## src/rtl/bbox_scan_ctrl_if.sv

```systemverilog
// ---------------------------------------------------------------------------
// bbox_scan_ctrl_if
//   Bundles the upstream box handshake and the downstream pixel stream of
//   bbox_scan_ctrl.
//
//   Upstream   : nd (in), us_rfd (out), minX/maxX/minY/maxY (in, signed)
//   Downstream : ds_rfd (in), rdy, px_x, px_y, last, pix_cnt (out)
//   Status     : empty (out), a one-cycle pulse for a box with no on-screen
//                pixels
//
//   Modport slave is the scan controller; master is whoever drives boxes
//   and consumes pixels.
// ---------------------------------------------------------------------------
interface bbox_scan_ctrl_if #(
  parameter int COORD_W = 11
);

  logic                      nd;
  logic                      us_rfd;
  logic signed [COORD_W-1:0] minX;
  logic signed [COORD_W-1:0] maxX;
  logic signed [COORD_W-1:0] minY;
  logic signed [COORD_W-1:0] maxY;

  logic                      ds_rfd;
  logic                      rdy;
  logic [9:0]                px_x;
  logic [8:0]                px_y;
  logic                      last;
  logic                      empty;
  logic [18:0]               pix_cnt;

  modport slave (
    input  nd, minX, maxX, minY, maxY, ds_rfd,
    output us_rfd, rdy, px_x, px_y, last, empty, pix_cnt
  );

  modport master (
    output nd, minX, maxX, minY, maxY, ds_rfd,
    input  us_rfd, rdy, px_x, px_y, last, empty, pix_cnt
  );

endinterface

```

## src/rtl/bbox_scan_ctrl.sv

```systemverilog
// ---------------------------------------------------------------------------
// bbox_scan_ctrl
//   Accepts one triangle bounding box at a time. It clamps the box to the
//   screen and emits every on-screen pixel of the box in row-major order over
//   a valid/ready stream.
//
//   Ports
//     clk   : single clock, rising edge
//     rst   : asynchronous, active-high reset
//     bus   : bbox_scan_ctrl_if.slave
//             nd/us_rfd + minX..maxY  box input handshake
//             rdy/ds_rfd              pixel output handshake
//             px_x, px_y, last        current pixel, last pixel of the box
//             pix_cnt                 handshakes completed for the current box
//             empty                   pulse: accepted box is fully off-screen
//
//   state | meaning
//   ------+--------------------------------------------------------------
//   IDLE  | waiting for a box; us_rfd=1; pix_cnt holds the last total
//   SCAN  | walking the clamped box; rdy=1; leaves after the last handshake
// ---------------------------------------------------------------------------
module bbox_scan_ctrl #(
  parameter int SCREEN_W = 640,
  parameter int SCREEN_H = 480,
  parameter int COORD_W  = 11
) (
  input  logic            clk,
  input  logic            rst,
  bbox_scan_ctrl_if.slave bus
);

  typedef enum logic {
    IDLE = 1'b0,
    SCAN = 1'b1
  } state_e;

  localparam logic signed [COORD_W-1:0] ZERO   = '0;
  localparam logic signed [COORD_W-1:0] X_LAST = COORD_W'(SCREEN_W - 1);
  localparam logic signed [COORD_W-1:0] Y_LAST = COORD_W'(SCREEN_H - 1);

  state_e      state_q, state_d;
  logic [9:0]  px_x_q, px_x_d;
  logic [8:0]  px_y_q, px_y_d;
  logic [9:0]  x_min_q, x_min_d;
  logic [9:0]  x_max_q, x_max_d;
  logic [8:0]  y_max_q, y_max_d;
  logic [18:0] pix_cnt_q, pix_cnt_d;
  logic        empty_q, empty_d;

  logic signed [COORD_W-1:0] cmin_x, cmax_x, cmin_y, cmax_y;
  logic box_empty;
  logic at_row_end;
  logic at_last;

  // Clamp the incoming box to the screen. All compares are signed so that
  // negative bounds clamp to zero instead of wrapping to large values.
  always_comb begin
    cmin_x    = (bus.minX < ZERO)   ? ZERO   : bus.minX;
    cmax_x    = (bus.maxX > X_LAST) ? X_LAST : bus.maxX;
    cmin_y    = (bus.minY < ZERO)   ? ZERO   : bus.minY;
    cmax_y    = (bus.maxY > Y_LAST) ? Y_LAST : bus.maxY;
    box_empty = (cmin_x > cmax_x) || (cmin_y > cmax_y);
  end

  assign at_row_end = (px_x_q == x_max_q);
  assign at_last    = (state_q == SCAN) && at_row_end && (px_y_q == y_max_q);

  always_ff @(posedge clk or posedge rst) begin
    if (rst) begin
      state_q   <= IDLE;
      px_x_q    <= '0;
      px_y_q    <= '0;
      x_min_q   <= '0;
      x_max_q   <= '0;
      y_max_q   <= '0;
      pix_cnt_q <= '0;
      empty_q   <= 1'b0;
    end else begin
      state_q   <= state_d;
      px_x_q    <= px_x_d;
      px_y_q    <= px_y_d;
      x_min_q   <= x_min_d;
      x_max_q   <= x_max_d;
      y_max_q   <= y_max_d;
      pix_cnt_q <= pix_cnt_d;
      empty_q   <= empty_d;
    end
  end

  always_comb begin
    state_d   = state_q;
    px_x_d    = px_x_q;
    px_y_d    = px_y_q;
    x_min_d   = x_min_q;
    x_max_d   = x_max_q;
    y_max_d   = y_max_q;
    pix_cnt_d = pix_cnt_q;
    empty_d   = 1'b0;

    unique case (state_q)
      IDLE: begin
        if (bus.nd) begin
          if (box_empty) begin
            empty_d = 1'b1;
          end else begin
            // A non-empty clamped box lies on screen, so the low bits
            // carry the whole value.
            state_d   = SCAN;
            px_x_d    = cmin_x[9:0];
            px_y_d    = cmin_y[8:0];
            x_min_d   = cmin_x[9:0];
            x_max_d   = cmax_x[9:0];
            y_max_d   = cmax_y[8:0];
            pix_cnt_d = '0;
          end
        end
      end
      SCAN: begin
        if (bus.ds_rfd) begin
          pix_cnt_d = pix_cnt_q + 19'd1;
          if (at_last) begin
            state_d = IDLE;
          end else if (!at_row_end) begin
            px_x_d = px_x_q + 10'd1;
          end else begin
            px_x_d = x_min_q;
            px_y_d = px_y_q + 9'd1;
          end
        end
      end
      default: state_d = IDLE;
    endcase
  end

  assign bus.us_rfd  = (state_q == IDLE);
  assign bus.rdy     = (state_q == SCAN);
  assign bus.px_x    = px_x_q;
  assign bus.px_y    = px_y_q;
  assign bus.last    = at_last;
  assign bus.empty   = empty_q;
  assign bus.pix_cnt = pix_cnt_q;

endmodule

```

## src/flat_wrapper.sv

```systemverilog
// flat-port wrapper written by rule: the top's interface ports become plain ports
module bbox_scan_ctrl_flat 
#(
  parameter int SCREEN_W = 640,
  parameter int SCREEN_H = 480,
  parameter int COORD_W  = 11
)
  (clk, rst, bus_nd, bus_minX, bus_maxX, bus_minY, bus_maxY, bus_ds_rfd, bus_us_rfd, bus_rdy, bus_px_x, bus_px_y, bus_last, bus_empty, bus_pix_cnt);
  bbox_scan_ctrl_if #(.COORD_W(COORD_W)) bus_i ();
  input  logic clk;
  input  logic rst;
  input wire logic [$bits(bus_i.nd)-1:0] bus_nd;
  input wire logic [$bits(bus_i.minX)-1:0] bus_minX;
  input wire logic [$bits(bus_i.maxX)-1:0] bus_maxX;
  input wire logic [$bits(bus_i.minY)-1:0] bus_minY;
  input wire logic [$bits(bus_i.maxY)-1:0] bus_maxY;
  input wire logic [$bits(bus_i.ds_rfd)-1:0] bus_ds_rfd;
  output wire logic [$bits(bus_i.us_rfd)-1:0] bus_us_rfd;
  output wire logic [$bits(bus_i.rdy)-1:0] bus_rdy;
  output wire logic [$bits(bus_i.px_x)-1:0] bus_px_x;
  output wire logic [$bits(bus_i.px_y)-1:0] bus_px_y;
  output wire logic [$bits(bus_i.last)-1:0] bus_last;
  output wire logic [$bits(bus_i.empty)-1:0] bus_empty;
  output wire logic [$bits(bus_i.pix_cnt)-1:0] bus_pix_cnt;
  assign bus_i.nd = bus_nd;
  assign bus_i.minX = bus_minX;
  assign bus_i.maxX = bus_maxX;
  assign bus_i.minY = bus_minY;
  assign bus_i.maxY = bus_maxY;
  assign bus_i.ds_rfd = bus_ds_rfd;
  assign bus_us_rfd = bus_i.us_rfd;
  assign bus_rdy = bus_i.rdy;
  assign bus_px_x = bus_i.px_x;
  assign bus_px_y = bus_i.px_y;
  assign bus_last = bus_i.last;
  assign bus_empty = bus_i.empty;
  assign bus_pix_cnt = bus_i.pix_cnt;
  bbox_scan_ctrl #(.SCREEN_W(SCREEN_W), .SCREEN_H(SCREEN_H), .COORD_W(COORD_W)) u_core (.clk(clk), .rst(rst), .bus(bus_i));
endmodule
```

## config.mk

```make
export PLATFORM = sky130hd
export DESIGN_NAME = bbox_scan_ctrl_flat
export DESIGN_NICKNAME = d
export VERILOG_FILES = /design/src/rtl/bbox_scan_ctrl_if.sv /design/src/rtl/bbox_scan_ctrl.sv /design/src/flat_wrapper.sv
export SDC_FILE = /design/constraint.sdc
export NUM_CORES = 1
export LEC_CHECK = 0
export CAP_MARGIN = 20
export CELL_PAD_IN_SITES_DETAIL_PLACEMENT = 0
export CELL_PAD_IN_SITES_GLOBAL_PLACEMENT = 1
export CORE_UTILIZATION = 35
export CTS_CLUSTER_SIZE = 24
export DETAILED_ROUTE_END_ITERATION = 8
export PLACE_DENSITY_LB_ADDON = 0.1
export SKIP_CTS_REPAIR_TIMING = 1
export SYNTH_ARGS = -nofsm -noshare
export SYNTH_HDL_FRONTEND = slang
export SYNTH_SLANG_ARGS = --single-unit
```

## constraint.sdc

```tcl
create_clock -name clk -period 2.1 [get_ports clk]
set_input_delay 0.21 -clock clk [delete_from_list [all_inputs] [get_ports clk]]
set_output_delay 0.21 -clock clk [all_outputs]
set_load 0.005 [all_outputs]
```

==> run summary <==
Mapped Area: 0.00426 mm²
Status: finished, violations left
Type of origin of the critical path: primary input
# setup viols final: 69
WL/cell: 14.9 µm
Synth Warn #: 0
Final WS setup: -585 ps
Vias in the first global route: 3767
Min-delay worst type: in2async
Worst-Margin Slew: 489 ps
Clock transition at path regs: 60 ps
Chip height: 112 µm
Ports: 90
Peak Freq: 0.373 GHz
Initial antenna violation count: 0
Layout cells sized above 1: 28.2%
Yosys cell types: 42
Area growth, synth to finish: 56.2%
Commonest non-fill, non-tap cell in the layout: buf_4
Max IR drop VDD: 0.474 mV
Final hold viol count: 0
Reg area: 0.00173 mm²
Post-synth EDFFs: 0
Final core utilization: 57.3%
Crit path top cell by count: buf_4
CP bufs+invs: 5
Clock Tree Root: clkbuf_16
Pwr Density: 1040 mW/mm²
CP endpoint kind: flop
# Max-Cap Violations: 0
Clk sinks: 69
Flops & latches, synth: 69
Iter 0 DRT Violations: 221
RSZ-0062 raised after global routing: true
Crit path cell chain: buf_8 > a41oi_4 > nor2_4 > buf_4 > buf_4 > nor2_2 > ha_1 > nand4_1 > buf_4 > a21oi_1 > o21a_1 > or3_4 > a21oi_4 > clkbuf_16 > mux2_4
Rel. slew slack: 67.1%
Final Max Slew Viols: 0
Clock Latency Late Sink: 330 ps
Commonest non-fill, non-tap cells in the layout: buf_4 (81), clkdlybuf4s50_1 (75), dfrtp_1 (69), nand2_1 (61), xor2_1 (36)
Slowest stage cell, crit path: or3_4
Mapped Cells: 463
Clock Skews: 8.96 ps
First-pass DRT Iterations: 7
Post-DP HPWL: 8480 µm
Failing checks: design-rule violations, negative setup slack
Row count: 39
Largest net degree at the start of global routing: 70
Die Width: 112 µm
Routability cong.: 0.802
Top delay family on crit path: compound AO/OA/AOI/OAI gates
Multi-input gate area: 0.00268 mm²
Max clock buf depth: 2
Layout fillers: 1054
PortBufs: 89
Drt total wl: 11800 µm
Total CTS buffers: 9
Ys async rst share: 100%
Sequential area share after synthesis: 40.6%
Setup CP Type: in2reg
Die footprint: 0.0126 mm²
Via-per-instance ratio: 4.91
Initial core utilization: 36.7%
Setup TNS: -25770 ps
Final #Nets: 712
Syn nets: 534
Post-route minimum period: 2680 ps
Worst EP required: 2310 ps
Syn_area_per_cell: 9.19 µm²
CP Data Arrival Time: 2900 ps
Gr usage total: 18.5%
First-pass GRT wire length: 18400 µm
Top_reg_cell synth: dfrtp_1
Post-route DRC violation count: 3
Diodes inserted: 0
Crit share post-route: 128%
Total number of vias: 3866
CTS tree: done
R2r setup slk: -200 ps
Critical Path Max Stage Delay: 410 ps
Crit path max fanout: 5
Core Area: 0.0116 mm²
Static Leak: 3.10 nW
Final ANT Viol Nets: 0
CTS H-tree lvls: 3
Hold Slack: 278 ps
Place WS: -1280 ps
Total global routing overflow: 0
## cells in the mapped netlist, types with 11 or more instances
cell type / count / area (µm²)
dfrtp_1: 69 / 1730
nand2_1: 61 / 229
nor2_1: 47 / 176
o21ai_0: 38 / 190
xor2_1: 36 / 315
ha_1: 23 / 288
a21oi_1: 19 / 95.1
nand3_1: 15 / 75.1
clkbuf_1: 13 / 48.8
inv_1: 13 / 48.8
nand4_1: 12 / 75.1
xnor2_1: 12 / 105
nand2b_1: 11 / 68.8
nor2b_1: 11 / 68.8
## path summary, 6_finish.rpt
| path | from | end | cells past startpoint |
|---|---|---|---|
| worst min register to register | u_core.x_min_q[6] | u_core.x_min_q[6] | 2 |
| worst max register to register | u_core.x_max_q[6] | u_core.bus.px_x[8] | 10 |
| worst min-delay path | rst | u_core.bus.pix_cnt[11] | 3 |
| worst max-delay path | bus_maxY[6] | u_core.bus.px_x[6] | 15 |
| min in group clk | bus_maxX[7] | u_core.x_max_q[7] | 4 |
| max in group asynchronous | rst | u_core.bus.pix_cnt[2] | 3 |
## flip-flops by register name (all words and copies together), names as in the netlist
register / count
u_core.bus.rdy: 1
u_core.x_max_q: 10
u_core.bus.empty: 1
u_core.y_max_q: 9
u_core.bus.pix_cnt: 19
u_core.bus.px_x: 10
u_core.bus.px_y: 9
u_core.x_min_q: 10
## kinds of logic after synthesis
| group | count (synthesis) | synth area share, % |
|---|---|---|
| xor gates and xnor gates | 48 | 9.88 |
| AOI/OAI and AO/OA | 82 | 11.7 |
| muxes | 24 | 6.85 |
| buffers and inverters | 30 | 3.23 |
| and+or+nand+nor | 187 | 21.0 |
| adders and majority gates | 23 | 6.76 |
| DFF | 69 | 40.6 |
## final cells by class
| cell class | instances | share of cell area [%] |
|---|---|---|
| repair buffers | 183 | 26.2 |
| well taps | 143 | 2.69 |
| clock buffers | 11 | 3.65 |
| clock inverters | 4 | 0.376 |
| flip-flops and latches | 69 | 26.0 |
| inverters | 14 | 0.790 |
| multi-input cells | 364 | 40.3 |
## metrics by stage
step / instances / area [µm²] / total power [mW]
2_1_floorplan: 463 / 4310 / 3.89
6_report: 788 / 6650 / 6.93
3_3_place_gp: 762 / 5940 / 5.24
5_1_grt: 788 / 6650 / 7.41
4_1_cts: 777 / 6210 / 6.72
3_5_place_dp: 762 / 5940 / 5.32
## layer usage
metal	part of all wire [%]	GRT usage (%)	routed length, µm
met5	0	0	0
met1	51	26.9	5950
met2	45	28.2	5250
met4	0.86	5.78	101
met3	4.0	2.75	474
## tightest hold or removal path, delay by kind of cell
family / cells / cell delay [ps]
buf+inv: 3 / 780
## power breakdown
group	switching (mW)	total, mW	internal, mW
registers	0.416	2.24	1.82
logic	1.48	3.33	1.85
clock network	0.547	1.37	0.820
No activity file was read; power rests on OpenSTA's default activity.
